$ cat src/rtl/bfp_pkg.sv
`default_nettype none
// ============================================================================
// Module      : bfp_pkg
// Description : Shared definitions for the BFP-to-FP32 normalizer: binary32
//               field widths, exponent bias and infinity code, the rounding
//               mode enumeration and the packed binary32 word layout.
// Revision    : 1.0 - initial release
// ============================================================================
package bfp_pkg;

    localparam int          c_FP32_EXPW  = 8;
    localparam int          c_FP32_FRACW = 23;
    localparam int          c_FP32_BIAS  = 127;
    localparam logic [7:0]  c_EXP_INF    = 8'hFF;

    typedef enum logic {
        RND_TRUNC = 1'b0,
        RND_RNE   = 1'b1
    } rnd_mode_e;

    typedef struct packed {
        logic                    sign;
        logic [c_FP32_EXPW-1:0]  exp;
        logic [c_FP32_FRACW-1:0] frac;
    } fp32_t;

endpackage
`default_nettype wire

$ cat src/rtl/bfp_fp32_normalizer_if.sv
`default_nettype none
// ============================================================================
// Module      : bfp_fp32_normalizer_if
// Description : Input and output streams of the BFP-to-FP32 normalizer.
//               master = producer/consumer side, slave = the normalizer.
//   i_valid/o_ready           input beat handshake
//   i_sign/i_exp/i_man        BFP result (sign, biased exponent, magnitude)
//   i_rnd_mode                0 = truncate, 1 = round-to-nearest-even
//   o_valid/i_ready           output beat handshake
//   o_fp                      binary32 result
//   o_ovf/o_unf/o_inexact     exception flags
// Revision    : 1.0 - initial release
// ============================================================================
interface bfp_fp32_normalizer_if #(
    parameter int MANW = 10,
    parameter int EXPW = 9
) ();

    logic            i_valid;
    logic            o_ready;
    logic            i_sign;
    logic [EXPW-1:0] i_exp;
    logic [MANW-1:0] i_man;
    logic            i_rnd_mode;
    logic            o_valid;
    logic            i_ready;
    logic [31:0]     o_fp;
    logic            o_ovf;
    logic            o_unf;
    logic            o_inexact;

    modport master (
        output i_valid, i_sign, i_exp, i_man, i_rnd_mode, i_ready,
        input  o_ready, o_valid, o_fp, o_ovf, o_unf, o_inexact
    );

    modport slave (
        input  i_valid, i_sign, i_exp, i_man, i_rnd_mode, i_ready,
        output o_ready, o_valid, o_fp, o_ovf, o_unf, o_inexact
    );

endinterface
`default_nettype wire

$ cat src/rtl/bfp_lzc.sv
`default_nettype none
// ============================================================================
// Module      : bfp_lzc
// Description : Parametrised leading-zero counter.
//   i_data  in  WIDTH          value to scan
//   o_cnt   out clog2(WIDTH)+1 number of leading zeros (WIDTH when all zero)
//   o_zero  out 1              i_data is all zeros
// Revision    : 1.0 - initial release
// ============================================================================
module bfp_lzc #(
    parameter  int WIDTH = 10,
    localparam int c_CW  = $clog2(WIDTH) + 1
) (
    input  logic [WIDTH-1:0] i_data,
    output logic [c_CW-1:0]  o_cnt,
    output logic             o_zero
);

    // Ascending scan: the highest set bit is the last one to write o_cnt.
    always_comb begin
        o_cnt = c_CW'(WIDTH);
        for (int i = 0; i < WIDTH; i++) begin
            if (i_data[i]) begin
                o_cnt = c_CW'(WIDTH - 1 - i);
            end
        end
    end

    assign o_zero = ~|i_data;

endmodule
`default_nettype wire

$ cat src/rtl/bfp_fp32_normalizer.sv
`default_nettype none
// ============================================================================
// Module      : bfp_fp32_normalizer
// Description : Three-stage valid/ready pipeline converting a block-floating-
//               point result (sign, biased exponent, integer magnitude with
//               MULBFPMANSIZE fraction bits) into IEEE-754 binary32 with
//               truncate/RNE rounding, subnormals or flush-to-zero, and
//               overflow/underflow/inexact flags.
//   i_clk   in  1  clock
//   i_rst   in  1  synchronous active-high reset
//   bus     slave  stream interface (see bfp_fp32_normalizer_if)
// Revision    : 1.0 - initial release
// ============================================================================
module bfp_fp32_normalizer
    import bfp_pkg::*;
#(
    parameter int GRPSIZE       = 16,
    parameter int BFPEXPSIZE    = 8,
    parameter int BFPMANSIZE    = 4,
    parameter int MULBFPMANSIZE = (BFPMANSIZE - 1) * 2,
    parameter int LEVELS        = $clog2(GRPSIZE),
    parameter int FTZ           = 0
) (
    input  logic                    i_clk,
    input  logic                    i_rst,
    bfp_fp32_normalizer_if.slave    bus
);

    localparam int c_MANW  = MULBFPMANSIZE + LEVELS;
    localparam int c_EXPW  = BFPEXPSIZE + 1;
    localparam int c_CW    = $clog2(c_MANW) + 1;
    localparam int c_EW    = c_EXPW + 2;
    localparam int c_FRAC  = MULBFPMANSIZE;
    // Alignment frame: bit 127 is the hidden-one position, 126..104 the
    // fraction, 103 guard, the rest feeds sticky. Wide enough that a
    // 32-bit mantissa shifted by 25 loses nothing.
    localparam int c_FRAME = 128;
    localparam logic [c_EW-1:0] c_MAX_SH = c_EW'(25);

    // ------------------------------------------------------------------
    // Handshake: every stage advances together unless the output is stuck.
    // ------------------------------------------------------------------
    logic w_en;
    logic r3_valid;

    assign w_en        = !r3_valid || bus.i_ready;
    assign bus.o_ready = w_en;

    // ------------------------------------------------------------------
    // Stage 1: capture beat, leading-zero count and unbiased-to-FP exponent
    // ------------------------------------------------------------------
    logic [c_CW-1:0] w_lz;
    logic            w_zero;
    logic [c_EW-1:0] w_e1;

    bfp_lzc #(.WIDTH(c_MANW)) u_lzc (
        .i_data (bus.i_man),
        .o_cnt  (w_lz),
        .o_zero (w_zero)
    );

    // e = i_exp + (MANW-1-lz) - FRAC, widened so it never wraps.
    assign w_e1 = {{2{bus.i_exp[c_EXPW-1]}}, bus.i_exp}
                + c_EW'(c_MANW - 1) - c_EW'(w_lz) - c_EW'(c_FRAC);

    logic              r1_valid, r1_sign, r1_zero;
    rnd_mode_e         r1_rnd;
    logic [c_CW-1:0]   r1_lz;
    logic [c_MANW-1:0] r1_man;
    logic [c_EW-1:0]   r1_e;

    always_ff @(posedge i_clk) begin
        if (i_rst) begin
            r1_valid <= 1'b0;
            r1_sign  <= 1'b0;
            r1_zero  <= 1'b0;
            r1_rnd   <= RND_TRUNC;
            r1_lz    <= '0;
            r1_man   <= '0;
            r1_e     <= '0;
        end else if (w_en) begin
            r1_valid <= bus.i_valid;
            r1_sign  <= bus.i_sign;
            r1_zero  <= w_zero;
            r1_rnd   <= rnd_mode_e'(bus.i_rnd_mode);
            r1_lz    <= w_lz;
            r1_man   <= bus.i_man;
            r1_e     <= w_e1;
        end
    end

    // ------------------------------------------------------------------
    // Stage 2: align into hidden/fraction/guard/sticky
    // ------------------------------------------------------------------
    logic [c_MANW-1:0]  w_norm;
    logic [c_FRAME-1:0] w_frame;
    logic [c_FRAME-1:0] w_aligned;
    logic               w_is_norm;
    logic [c_EW-1:0]    w_sub_amt;
    logic [4:0]         w_shamt;

    assign w_norm    = r1_man << r1_lz;
    assign w_frame   = {w_norm, {(c_FRAME - c_MANW){1'b0}}};
    assign w_is_norm = !r1_e[c_EW-1] && (r1_e != '0);
    // Subnormals sit 1-e places below the hidden position; beyond 25 the
    // whole mantissa is already below guard, so clamping keeps only sticky.
    assign w_sub_amt = c_EW'(1) - r1_e;
    assign w_shamt   = w_is_norm ? 5'd0
                     : ((w_sub_amt > c_MAX_SH) ? 5'd25 : w_sub_amt[4:0]);
    assign w_aligned = w_frame >> w_shamt;

    logic              r2_valid, r2_sign, r2_zero, r2_guard, r2_sticky;
    rnd_mode_e         r2_rnd;
    logic [22:0]       r2_frac;
    logic [c_EW-1:0]   r2_exp;

    always_ff @(posedge i_clk) begin
        if (i_rst) begin
            r2_valid  <= 1'b0;
            r2_sign   <= 1'b0;
            r2_zero   <= 1'b0;
            r2_guard  <= 1'b0;
            r2_sticky <= 1'b0;
            r2_rnd    <= RND_TRUNC;
            r2_frac   <= '0;
            r2_exp    <= '0;
        end else if (w_en) begin
            r2_valid  <= r1_valid;
            r2_sign   <= r1_sign;
            r2_zero   <= r1_zero;
            r2_guard  <= w_aligned[103];
            r2_sticky <= |w_aligned[102:0];
            r2_rnd    <= r1_rnd;
            r2_frac   <= w_aligned[126:104];
            // A hidden one still in place means the value stayed normal.
            r2_exp    <= w_aligned[127] ? r1_e : '0;
        end
    end

    // ------------------------------------------------------------------
    // Stage 3: round and pack. Adding the increment to {exp, frac} lets a
    // fraction carry ripple into the exponent, including subnormal -> 1.
    // ------------------------------------------------------------------
    logic               w_inc, w_lost;
    logic [c_EW+22:0]   w_sum;
    logic [c_EW-1:0]    w_exp_rnd;
    fp32_t              w_fp;
    logic               w_ovf, w_unf, w_inexact;

    assign w_inc     = (r2_rnd == RND_RNE) && r2_guard && (r2_sticky || r2_frac[0]);
    assign w_lost    = r2_guard || r2_sticky;
    assign w_sum     = {r2_exp, r2_frac} + (c_EW + 23)'(w_inc);
    assign w_exp_rnd = w_sum[c_EW+22:23];

    always_comb begin
        w_fp.sign = r2_sign;
        w_fp.exp  = w_exp_rnd[7:0];
        w_fp.frac = w_sum[22:0];
        w_ovf     = 1'b0;
        w_unf     = 1'b0;
        w_inexact = w_lost;
        if (r2_zero) begin
            w_fp.exp  = '0;
            w_fp.frac = '0;
            w_inexact = 1'b0;
        end else if (w_exp_rnd >= c_EW'(c_EXP_INF)) begin
            w_fp.exp  = c_EXP_INF;
            w_fp.frac = '0;
            w_ovf     = 1'b1;
            w_inexact = 1'b1;
        end else if (w_exp_rnd == '0) begin
            if (FTZ != 0) begin
                w_fp.frac = '0;
                w_unf     = 1'b1;
                w_inexact = 1'b1;
            end else begin
                w_unf     = w_lost;
            end
        end
    end

    fp32_t r3_fp;
    logic  r3_ovf, r3_unf, r3_inexact;

    always_ff @(posedge i_clk) begin
        if (i_rst) begin
            r3_valid   <= 1'b0;
            r3_fp      <= '0;
            r3_ovf     <= 1'b0;
            r3_unf     <= 1'b0;
            r3_inexact <= 1'b0;
        end else if (w_en) begin
            r3_valid   <= r2_valid;
            r3_fp      <= w_fp;
            r3_ovf     <= w_ovf;
            r3_unf     <= w_unf;
            r3_inexact <= w_inexact;
        end
    end

    assign bus.o_valid   = r3_valid;
    assign bus.o_fp      = r3_fp;
    assign bus.o_ovf     = r3_ovf;
    assign bus.o_unf     = r3_unf;
    assign bus.o_inexact = r3_inexact;

endmodule
`default_nettype wire
$ cat src/flat_wrapper.sv
// flat-port wrapper written by rule: the top's interface ports become plain ports
module bfp_fp32_normalizer_flat import bfp_pkg::*;
#(
    parameter int GRPSIZE       = 16,
    parameter int BFPEXPSIZE    = 8,
    parameter int BFPMANSIZE    = 4,
    parameter int MULBFPMANSIZE = (BFPMANSIZE - 1) * 2,
    parameter int LEVELS        = $clog2(GRPSIZE),
    parameter int FTZ           = 0
)
  (i_clk, i_rst, bus_i_valid, bus_i_sign, bus_i_exp, bus_i_man, bus_i_rnd_mode, bus_i_ready, bus_o_ready, bus_o_valid, bus_o_fp, bus_o_ovf, bus_o_unf, bus_o_inexact);
  bfp_fp32_normalizer_if bus_i ();
  input  logic i_clk;
  input  logic i_rst;
  input wire logic [$bits(bus_i.i_valid)-1:0] bus_i_valid;
  input wire logic [$bits(bus_i.i_sign)-1:0] bus_i_sign;
  input wire logic [$bits(bus_i.i_exp)-1:0] bus_i_exp;
  input wire logic [$bits(bus_i.i_man)-1:0] bus_i_man;
  input wire logic [$bits(bus_i.i_rnd_mode)-1:0] bus_i_rnd_mode;
  input wire logic [$bits(bus_i.i_ready)-1:0] bus_i_ready;
  output wire logic [$bits(bus_i.o_ready)-1:0] bus_o_ready;
  output wire logic [$bits(bus_i.o_valid)-1:0] bus_o_valid;
  output wire logic [$bits(bus_i.o_fp)-1:0] bus_o_fp;
  output wire logic [$bits(bus_i.o_ovf)-1:0] bus_o_ovf;
  output wire logic [$bits(bus_i.o_unf)-1:0] bus_o_unf;
  output wire logic [$bits(bus_i.o_inexact)-1:0] bus_o_inexact;
  assign bus_i.i_valid = bus_i_valid;
  assign bus_i.i_sign = bus_i_sign;
  assign bus_i.i_exp = bus_i_exp;
  assign bus_i.i_man = bus_i_man;
  assign bus_i.i_rnd_mode = bus_i_rnd_mode;
  assign bus_i.i_ready = bus_i_ready;
  assign bus_o_ready = bus_i.o_ready;
  assign bus_o_valid = bus_i.o_valid;
  assign bus_o_fp = bus_i.o_fp;
  assign bus_o_ovf = bus_i.o_ovf;
  assign bus_o_unf = bus_i.o_unf;
  assign bus_o_inexact = bus_i.o_inexact;
  bfp_fp32_normalizer #(.GRPSIZE(GRPSIZE), .BFPEXPSIZE(BFPEXPSIZE), .BFPMANSIZE(BFPMANSIZE), .MULBFPMANSIZE(MULBFPMANSIZE), .LEVELS(LEVELS), .FTZ(FTZ)) u_core (.i_clk(i_clk), .i_rst(i_rst), .bus(bus_i));
endmodule
$ cat config.mk
export PLATFORM = sky130hd
export DESIGN_NAME = bfp_fp32_normalizer_flat
export DESIGN_NICKNAME = d
export VERILOG_FILES = /design/src/rtl/bfp_pkg.sv /design/src/rtl/bfp_fp32_normalizer_if.sv /design/src/rtl/bfp_lzc.sv /design/src/rtl/bfp_fp32_normalizer.sv /design/src/flat_wrapper.sv
export SDC_FILE = /design/constraint.sdc
export NUM_CORES = 1
export LEC_CHECK = 0
export ABC_AREA = 1
export BUFFER_PORTS_ARGS = -buffer_cell sky130_fd_sc_hd__clkbuf_2
export CORE_MARGIN = 4
export CORE_UTILIZATION = 65
export CTS_CLUSTER_SIZE = 12
export DETAILED_ROUTE_END_ITERATION = 16
export MAX_ROUTING_LAYER = met4
export PLACE_DENSITY = 0.88
export SKIP_CTS_REPAIR_TIMING = 1
export SYNTH_ARGS = -nofsm -noshare
export SYNTH_HDL_FRONTEND = slang
export SYNTH_SLANG_ARGS = --single-unit
$ cat constraint.sdc
create_clock -name i_clk -period 8.3 [get_ports i_clk]
set_input_delay 0.83 -clock i_clk [delete_from_list [all_inputs] [get_ports i_clk]]
set_output_delay 0.83 -clock i_clk [all_outputs]
set_load 0.02 [all_outputs]
==> results of run 1 <==
## routing by layer
layer	part of all wire [%]	vias to the layer above	track usage, %
met5	0	-	-
met4	1.6	0	6.85
met3	6.5	30	4.15
met2	48	211	46.8
met1	44	2858	34.2
li1	-	3347	-
## through the flow
stage | utilization (%) | area [um2] | worst slack [ps]
final | 73.3 | 6900 | 4620
after global routing | 73.3 | 6900 | 4230
after CTS | 73.3 | 6900 | 4610
after detailed placement | 71.1 | 6690 | 4660
after global placement | 71.1 | 6690 | 4790
after floorplan | - | 6380 | 5310
## critical path: cells and delay by family (launching register included)
family	cells	cell delay, ps
AND/OR/NAND/NOR	14	2300
AO/OA/AOI/OAI	3	480
flip-flops	1	370
adder cells (fa/ha/maj)	2	360
XOR/XNOR	1	80
## power groups by stage
stage	logic, uW	clock network (uW)	registers (uW)
floorplan	215	0	585
finish	287	333	574
CTS	285	339	573
global placement	279	0	583
detailed placement	283	0	584
global route	332	356	579
## cell usage in the layout (no fill, tap or decap), drive strengths merged, types with 2 or more instances in the layout
master and n:
a211oi 4, a21oi 83, a22oi 2, a31oi 10, buf 4, clkbuf 71, clkinv 3, dfxtp 105
ha 12, inv 107, mux2i 3, nand2 281, nand3 97, nand3b 4, nand4 16, nor2 112
nor3 16, nor4 2, o211ai 11, o21ai 49, o221ai 2, o22ai 4, or2 10, xnor2 4
xor2 22
## flip-flops by register name, indices dropped and copies added (netlist names)
register              cells
u_core.r1_zero            1
u_core.r2_guard           1
u_core.bus.o_ovf          1
u_core.bus.o_fp          32
u_core.r2_zero            1
u_core.r2_sign            1
u_core.r2_exp            11
u_core.r2_frac           23
u_core.r1_valid           1
u_core.r1_rnd             1
u_core.r1_e              11
u_core.r1_man            10
u_core.bus.o_valid        1
u_core.r1_lz              4
u_core.r2_valid           1
u_core.r1_sign            1
u_core.r2_sticky          1
u_core.bus.o_inexact      1
u_core.r2_rnd             1
u_core.bus.o_unf          1
## cells in the mapped netlist, drive strengths merged (11+ instances only)
| cell type | instances |
|---|---|
| nand2 | 281 |
| nor2 | 112 |
| dfxtp | 105 |
| inv | 105 |
| nand3 | 97 |
| a21oi | 83 |
| o21ai | 49 |
| clkbuf | 30 |
| xor2 | 22 |
| nand4 | 16 |
| nor3 | 16 |
| buf | 14 |
| ha | 12 |
| o211ai | 11 |
## kinds of logic after synthesis
family / after synthesis / synth area share (%)
and+or+nand+nor: 539 / 36.4
adders and majority gates: 13 / 2.67
buffers and inverters: 150 / 9.29
AOI/OAI and AO/OA: 170 / 14.6
DFF: 105 / 32.9
muxes: 3 / 0.471
xor gates and xnor gates: 26 / 3.57
## area by class of cell
cell class	count	area [um2]
fillers	814	2510
repair buffers	65	335
clock buffers	10	138
flip-flops and latches	105	2100
inverters	106	398
clock inverters	6	73.8
multi-input cells	751	3690
well taps	129	161
## how the worst min path moves through the flow
| stage | end | slack [ps] | depth (start not counted) |
|---|---|---|---|
| finish | u_core.r2_valid | 460 | 2 |
| global route | u_core.bus.o_fp[8] | 490 | 2 |
| floorplan | u_core.r2_valid | 430 | 2 |
| global placement | u_core.r2_valid | 450 | 2 |
| detailed placement | u_core.r2_valid | 450 | 2 |
| CTS | u_core.r2_valid | 460 | 2 |
==> metrics.cfg, run 1 <==
[timing]
period_share_pct=44.4
hold_viol=0
final-max-slew-violation-count=0
tightest_slew_ps=1220
setup_viol=0
relSlewSlack_pct=18.4
whs_ps=463
fin_crit_ps=3680
rsz0062_at_grt=false
fin_skew_ps=13.1
max_freq_mhz=272
tns_ps=0

[power_and_ir_drop]
p_per_area_nw_per_um2=173
seqPwrFrac_pct=48.0
swShare_pct=34.0
ir_drop_v=0.000112
p_leak_uw=0.00312
p_switching_uw=406
p_comb_share_pct=24.1
p_int_uw=788
finalPower_uw=1190
power_frac_clock_pct=27.9

[synth]
yosysSeqAreaShare_pct=32.9
synth_top_cell_by_area=dfxtp_1
synth_nets=1044
async_reset_ff_share_pct=0
synth_edf_count=0
synth_ff_type=dfxtp_1
synth_area_leaders=dfxtp_1 (33%), nand2_1 (16%), nand3_1 (7.4%), a21oi_1 (6.5%), nor2_1 (6.0%)
ys_seq_elements=105
synth_cell_types=40
synthCells=1006
yosys_warnings=0
netlist_area_um2=6380
syn_avg_cell_area_um2=6.34
yosysTopAreaCellShare_pct=32.9

[placed_design]
port_buffers=61
dp.cells=1156
dpl.hpwl_um=11000
gp_congestion=0.975

[die]
core.rowCount=35
die_x_um=107
core_um2=9420
initial_core_util_pct=67.8
die_height_um=107
die_area_um2=11500
io_pins=62

[critical_path]
startpoint_type=register
rr_startpoint=u_core.r2_frac[0]
r2r_slack_ps=4620
critical_path_required_ps=8600
r2r_cells=20
path_cells=o211a_1 -> ha_1 -> ha_1 -> nand2_1 -> nor2_4 -> nand4_2 -> nor2_2 -> nand2_2 -> nor2_4 -> nand2_2 -> nor2_2 -> nand2_1 -> nor3_1 -> xor2_1 -> or2_2 -> nor2_1 -> nand2_2 -> nor2_4 -> o211ai_1 -> a21oi_1
crit_fanout=23
end_kind=register
crit_start=u_core.r2_frac[0]
critical_path.max_stage_delay_ps=410
slowest_stage=nor2_4
reg2reg_to=u_core.bus.o_fp[15]
endpoint=u_core.bus.o_fp[15]
arrival_ps=3990
crit_type=reg2reg

[grt]
grt_pass1_vias=5858
grtUsageTotal_pct=27.4
grt_pass1_wl_um=25600
grt_overflow_total=0
antenna_found_initial=0
grt_max_degree=106

[detailed_routing]
detail-route-antenna-nets=0
dr.pass1.iters=6
routed_via_density=5.50
vias=6446
wl_per_cell_um=12.7
drc=0
wirelength_um=14900
drtIter0Drc=620

[final_layout]
area_growth_pct=8.16
layout-drive-gt1-share_pct=11.5
final_nets=1076
num_antenna_cells=0
stdcell_count=1172

[clocking]
htree_num_levels=3
cts.sinks=105
ctsLongestPathBuffers=2
numCtsBuffers=9
tritoncts=done
clk_pin_slew_ps=100
clock_latency_ps=370
root_buffer=clkbuf_8

[job]
drv_cap=0

[worst_hold_path]
hold_class=reg2reg
hp-start=u_core.r2_valid

[status]
outcome=finished clean

Note: power is estimated with default switching activity, not from simulation.
==> run 2: changes to the inputs <==
--- a/config.mk
+++ b/config.mk
@@ -5,14 +5,14 @@
 export SDC_FILE = /design/constraint.sdc
 export NUM_CORES = 1
 export LEC_CHECK = 0
-export ABC_AREA = 1
+export ABC_AREA = 0
 export BUFFER_PORTS_ARGS = -buffer_cell sky130_fd_sc_hd__clkbuf_2
 export CORE_MARGIN = 4
-export CORE_UTILIZATION = 65
+export CORE_UTILIZATION = 54
 export CTS_CLUSTER_SIZE = 12
 export DETAILED_ROUTE_END_ITERATION = 16
 export MAX_ROUTING_LAYER = met4
-export PLACE_DENSITY = 0.88
+export PLACE_DENSITY = 0.79
 export SKIP_CTS_REPAIR_TIMING = 1
 export SYNTH_ARGS = -nofsm -noshare
 export SYNTH_HDL_FRONTEND = slang
==> constraint.sdc (replaced) <==
create_clock -name i_clk -period 3.3 [get_ports i_clk]
set_input_delay 0.33 -clock i_clk [delete_from_list [all_inputs] [get_ports i_clk]]
set_output_delay 0.33 -clock i_clk [all_outputs]
set_load 0.02 [all_outputs]
==> run 2 against run 1 <==
  * The run now ends with setup timing left
  * Clock-buffer cell count down 1
  * Flip-flop and latch count is the same
  * Clock power increased to 3.2 times the previous value
  * Area after synthesis increased by 1.8%
  * Core utilization increased by 2.4 points
  * Worst hold slack got worse by 280 ps
  * Critical path type unchanged
  * Via count grew 9.5%
  * Die area up 21%
  * Combinational power grew to 4.5 times the previous value
  * Register-to-register slack lost 4800 ps
==> metrics.cfg, run 2 <==
[timing]
hold_viol=0
fin_ws_ps=-222
relSlewSlack_pct=38.5
max_freq_mhz=284
period_share_pct=107
rsz0062_at_grt=true
fin_skew_ps=11.9
setup_viol=30
final-max-slew-violation-count=0
tightest_slew_ps=923
fin_crit_ps=3520
tns_ps=-2890

[die]
core.rowCount=39
die_height_um=118
die_area_um2=13800
die_x_um=118
core_um2=11600
io_pins=62
initial_core_util_pct=55.9

[power_and_ir_drop]
power_frac_clock_pct=28.3
swShare_pct=34.7
p_int_uw=2460
p_leak_uw=0.00358
p_switching_uw=1310
p_comb_share_pct=34.1
p_per_area_nw_per_um2=429
seqPwrFrac_pct=37.6
finalPower_uw=3770
ir_drop_v=0.000280

[critical_path]
path_cells=inv_2 -> ha_4 -> or4b_4 -> o41ai_4 -> buf_4 -> a221oi_4 -> buf_6 -> o41ai_4 -> buf_6 -> mux2i_4 -> and2_1 -> o31a_1 -> o2111ai_1 -> nor4_2 -> o41ai_2
cp_num_buf_inv=4
arrival_ps=3740
slowest_stage=or4b_4
critical_path.max_stage_delay_ps=480
end_kind=register
crit_family=compound AO/OA/AOI/OAI gates
critical_path_required_ps=3520
crit_type=reg2reg
crit_fanout=5
startpoint_type=register

[synth]
ys_seq_elements=105
syn_avg_cell_area_um2=7.79
synth_area_leaders=dfxtp_1 (32%), nand2_1 (6.6%), a22oi_1 (6.1%), nor2_1 (6.0%), a21oi_1 (5.2%)
synth_cell_types=74
synth_nets=872
synth_ff_type=dfxtp_1
yosysTopAreaCellShare_pct=32.4
synthTopCellsByCount=nand2_1 (115), dfxtp_1 (105), nor2_1 (104)
yosys_warnings=0
synth_top_cell_by_area=dfxtp_1
synthCells=834
synth_edf_count=0
yosysSeqAreaShare_pct=32.4
netlist_area_um2=6490
post-synth-top-count-cell=nand2_1
async_reset_ff_share_pct=0

[clocking]
clock_latency_ps=370
cts.sinks=105
ctsLongestPathBuffers=2
root_buffer=clkbuf_16
tritoncts=done
clk_pin_slew_ps=80
numCtsBuffers=9
htree_num_levels=3

[final_layout]
layout-drive-gt1-share_pct=33.4
final_nets=1044
largest_register_ffs=32
num_antenna_cells=0
final_common_cell=buf_4
final_cell_mix=buf_4 (139), nand2_1 (113), nor2_1 (99), dfxtp_1 (99), a21oi_1 (61)
area_growth_pct=35.3

[grt]
grt_pass1_wl_um=31600
grt_overflow_total=0
grt_pass1_vias=6337
antenna_found_initial=0
grtUsageTotal_pct=28.2
grt_max_degree=89

[detailed_routing]
dr.pass1.iters=6
vias=7060
wl_per_cell_um=18.3
routed_via_density=6.12
detail-route-antenna-nets=0
drtIter0Drc=568
wirelength_um=21200
drc=0

[status]
outcome=finished, violations left
violations=setup timing

[placed_design]
gp_congestion=1.07
dpl.hpwl_um=14700
port_buffers=61

[worst_hold_path]
hold_class=in2reg

[job]
drv_cap=0

run 2: changes by cell type in the layout (fill, tap and decap cells not counted), moves of 20 or more:
cell / change
a21oi_1: -22
a22oi_1: +49
buf_4: +135
inv_1: -77
nand2_1: -164
nand3_1: -77
o21ai_0: -34
xnor2_1: +20
run 2: metrics by stage:
step / hold slack (ps) / utilization, % / setup WS (ps) / cells / instance area, um2
detailed placement: 444 / 67.7 / -261 / 1119 / 7860
finish: 180 / 75.7 / -222 / 1154 / 8790
floorplan: 429 / - / -18.2 / 834 / 6550
CTS: 174 / 70.1 / -258 / 1135 / 8150
global route: 209 / 75.7 / -324 / 1154 / 8790
global placement: 438 / 67.7 / -165 / 1119 / 7860
run 2: final cells by class:
class / instances / area (um2)
clock buffer: 9 / 225
inverter: 21 / 78.8
multi-input combinational: 652 / 4550
tap: 143 / 179
fill: 835 / 2820
sequential: 105 / 2110
timing repair buffer: 217 / 1580
clock inverter: 7 / 61.3
run 2: worst paths after layout:
check	from	end	slack [ps]	depth (start not counted)
max	u_core.r1_e[1]	u_core.r2_sticky	-220	15
min	bus_i_sign	u_core.r1_sign	180	3
max reg2reg	u_core.r1_e[1]	u_core.r2_sticky	-220	15
min reg2reg	u_core.r2_valid	u_core.r2_valid	460	2
run 2: kinds of logic after synthesis:
logic type / after synthesis / share of synthesized area, %
DFF: 105 / 32.4
AOI/OAI and AO/OA: 226 / 24.9
adders and majority gates: 13 / 2.62
and+or+nand+nor: 350 / 25.3
xor gates and xnor gates: 41 / 5.53
muxes: 22 / 4.51
buffers and inverters: 77 / 4.84
run 2: routing by layer:
metal,vias to the layer above,GRT usage (%),routed length [um]
li1,3370,-,-
met1,3329,34.5,8780
met2,303,45.9,10100
met3,58,5.67,1670
met4,0,11.2,657
met5,-,-,0
run 2: worst register-to-register path: cells and delay by family (launching register included):
family	cells	cell delay, ps
simple gates	3	1000
compound gates	6	1000
flops	1	330
fa+ha+maj	1	150
mux	1	290
buf+inv	4	610
run 2: power by group through the flow:
stage	registers, uW	clock network [uW]	logic (uW)
after floorplan	1450	0	600
after global placement	1430	0	1080
after detailed placement	1440	0	1090
after CTS	1410	1080	1100
after global routing	1430	1120	1370
final	1420	1070	1290
==> run 3: changes to the inputs <==
==> constraint.sdc (replaced) <==
create_clock -name i_clk -period 2.99 [get_ports i_clk]
set_input_delay 0.598 -clock i_clk [delete_from_list [all_inputs] [get_ports i_clk]]
set_output_delay 0.598 -clock i_clk [all_outputs]
set_load 0.02 [all_outputs]
==> run 3 against run 2 <==
  * The flow still finishes with violations (setup timing)
  * Flip-flop and latch count unchanged
  * Sequential share of layout area decreased by 2.9 points
  * Final cell count is 8.1% higher
  * First-iteration DRC count grew 35%
  * Via count rose by 9.3%
  * Global-route usage increased by 2.5 points
  * Clock skew is 0.83 ps lower
  * Worst hold slack improved by 280 ps
  * Core utilization is 11 points higher
  * Design area up 14%
  * Wire length increased by 14%
==> metrics.cfg, run 3 (synthesis gave the netlist of run 2 again) <==
[critical_path]
end_kind=register
critical_path.max_stage_delay_ps=620
crit_family=compound AO/OA/AOI/OAI gates
slowest_stage=or4_4
startpoint_type=register
cp_num_buf_inv=2
crit_fanout=6
arrival_ps=3920
crit_type=reg2reg
critical_path_required_ps=3220
path_cells=inv_2 -> ha_4 -> buf_4 -> nor3b_2 -> xnor2_2 -> a311o_2 -> or4_4 -> a221oi_4 -> a211oi_2 -> o31a_1 -> a221o_1 -> nor4_4 -> o41ai_2

[power_and_ir_drop]
p_per_area_nw_per_um2=455
power_frac_clock_pct=27.0
p_int_uw=3040
p_leak_uw=0.00411
p_switching_uw=1510
seqPwrFrac_pct=34.0
swShare_pct=33.2
finalPower_uw=4560
p_comb_share_pct=39.0
ir_drop_v=0.000362

[placed_design]
port_buffers=61
dp.cells=1183
dpl.hpwl_um=16000
dp_slack_ps=-802
gp_congestion=0.936
place_area_um2=8460

[die]
core.rowCount=39
core_um2=11600
die_height_um=118
io_pins=62
die_area_um2=13800
die_x_um=118
initial_core_util_pct=55.9

[timing]
whs_ps=460
max_freq_mhz=270
setup_viol=62
fin_crit_ps=3700
relSlewSlack_pct=39.2
final-max-slew-violation-count=0
hold_viol=0
fin_ws_ps=-708
tightest_slew_ps=911
rsz0062_at_grt=true
period_share_pct=124
fin_skew_ps=11.1

[clocking]
root_buffer=clkbuf_16
clock_latency_ps=360
cts.sinks=105
ctsLongestPathBuffers=2
numCtsBuffers=9
htree_num_levels=3
tritoncts=done
clk_pin_slew_ps=80

[grt]
grt_pass1_vias=7193
antenna_found_initial=0
grt_overflow_total=0
grt_pass1_wl_um=34800
grt_max_degree=48
grtUsageTotal_pct=30.8

[detailed_routing]
vias=7716
wirelength_um=24100
drc=0
wl_per_cell_um=19.3
drtIter0Drc=764
detail-route-antenna-nets=0
routed_via_density=6.18
dr.pass1.iters=6

[final_layout]
final_common_cell=buf_4
largest_register_ffs=32
stdcell_count=1248
nFillCells=581
fin_area_um2=10000
final_cell_mix=buf_4 (210), nand2_1 (108), nor2_1 (98), dfxtp_1 (98), a21oi_1 (63)
num_antenna_cells=0
layout-drive-gt1-share_pct=44.7
final_nets=1138
area_growth_pct=54.2

[job]
drv_cap=0

[worst_hold_path]
hold_class=reg2reg

[status]
violations=setup timing
outcome=finished, violations left

==> run 3: worst reg2reg max path: stages, from the launching register on <==
cell	delay, ps
dfxtp_2	320
inv_2	60
ha_4	160
buf_4	110
nor3b_2	260
xnor2_2	130
a311o_2	440
or4_4	620
a221oi_4	280
a211oi_2	100
o31a_1	310
a221o_1	300
nor4_4	390
o41ai_2	100
==> run 3: area by class of cell <==
cell class	count	area, um2	share of cell area (%)
clock inverters	6	75.1	0.750
multi-input cells	656	5010	50.0
well taps	143	179	1.79
flip-flops and latches	105	2110	21.1
clock buffers	10	239	2.39
repair buffers	307	2320	23.2
inverters	21	78.8	0.787
==> run 3: power groups by stage <==
stage                     Sequential (uW)  Clock [uW]  Combinational, uW
after detailed placement             1570           0               1310
after CTS                            1540        1230               1320
final                                1550        1230               1780
after global routing                 1560        1280               1890
after global placement               1560           0               1280
after floorplan                      1600           0                684
==> run 3: worst paths after layout <==
path | start | to | slack, ps | cells after the start
min reg2reg | u_core.r2_sign | u_core.r2_sign | 460 | 2
max | u_core.r1_e[2] | u_core.r2_sticky | -710 | 13
max reg2reg | u_core.r1_e[2] | u_core.r2_sticky | -710 | 13
min | u_core.r2_sign | u_core.r2_sign | 460 | 2
==> run 3: per-layer routing <==
metal  global-route usage (%)  up-vias  share of wire, %
met5                        -        -                 0
met4                     12.8        0               5.0
met3                     5.67      100               5.3
met2                     53.2      355                51
met1                     35.1     3669                38
li1                         -     3592                 -
==> run 3: metrics by stage <==
step	utilization, %	TNS, ps
3_3_place_gp	72.8	-19060
2_1_floorplan	-	-7210
3_5_place_dp	72.8	-31110
6_report	86.2	-19580
5_1_grt	86.2	-25290
4_1_cts	75.5	-31400
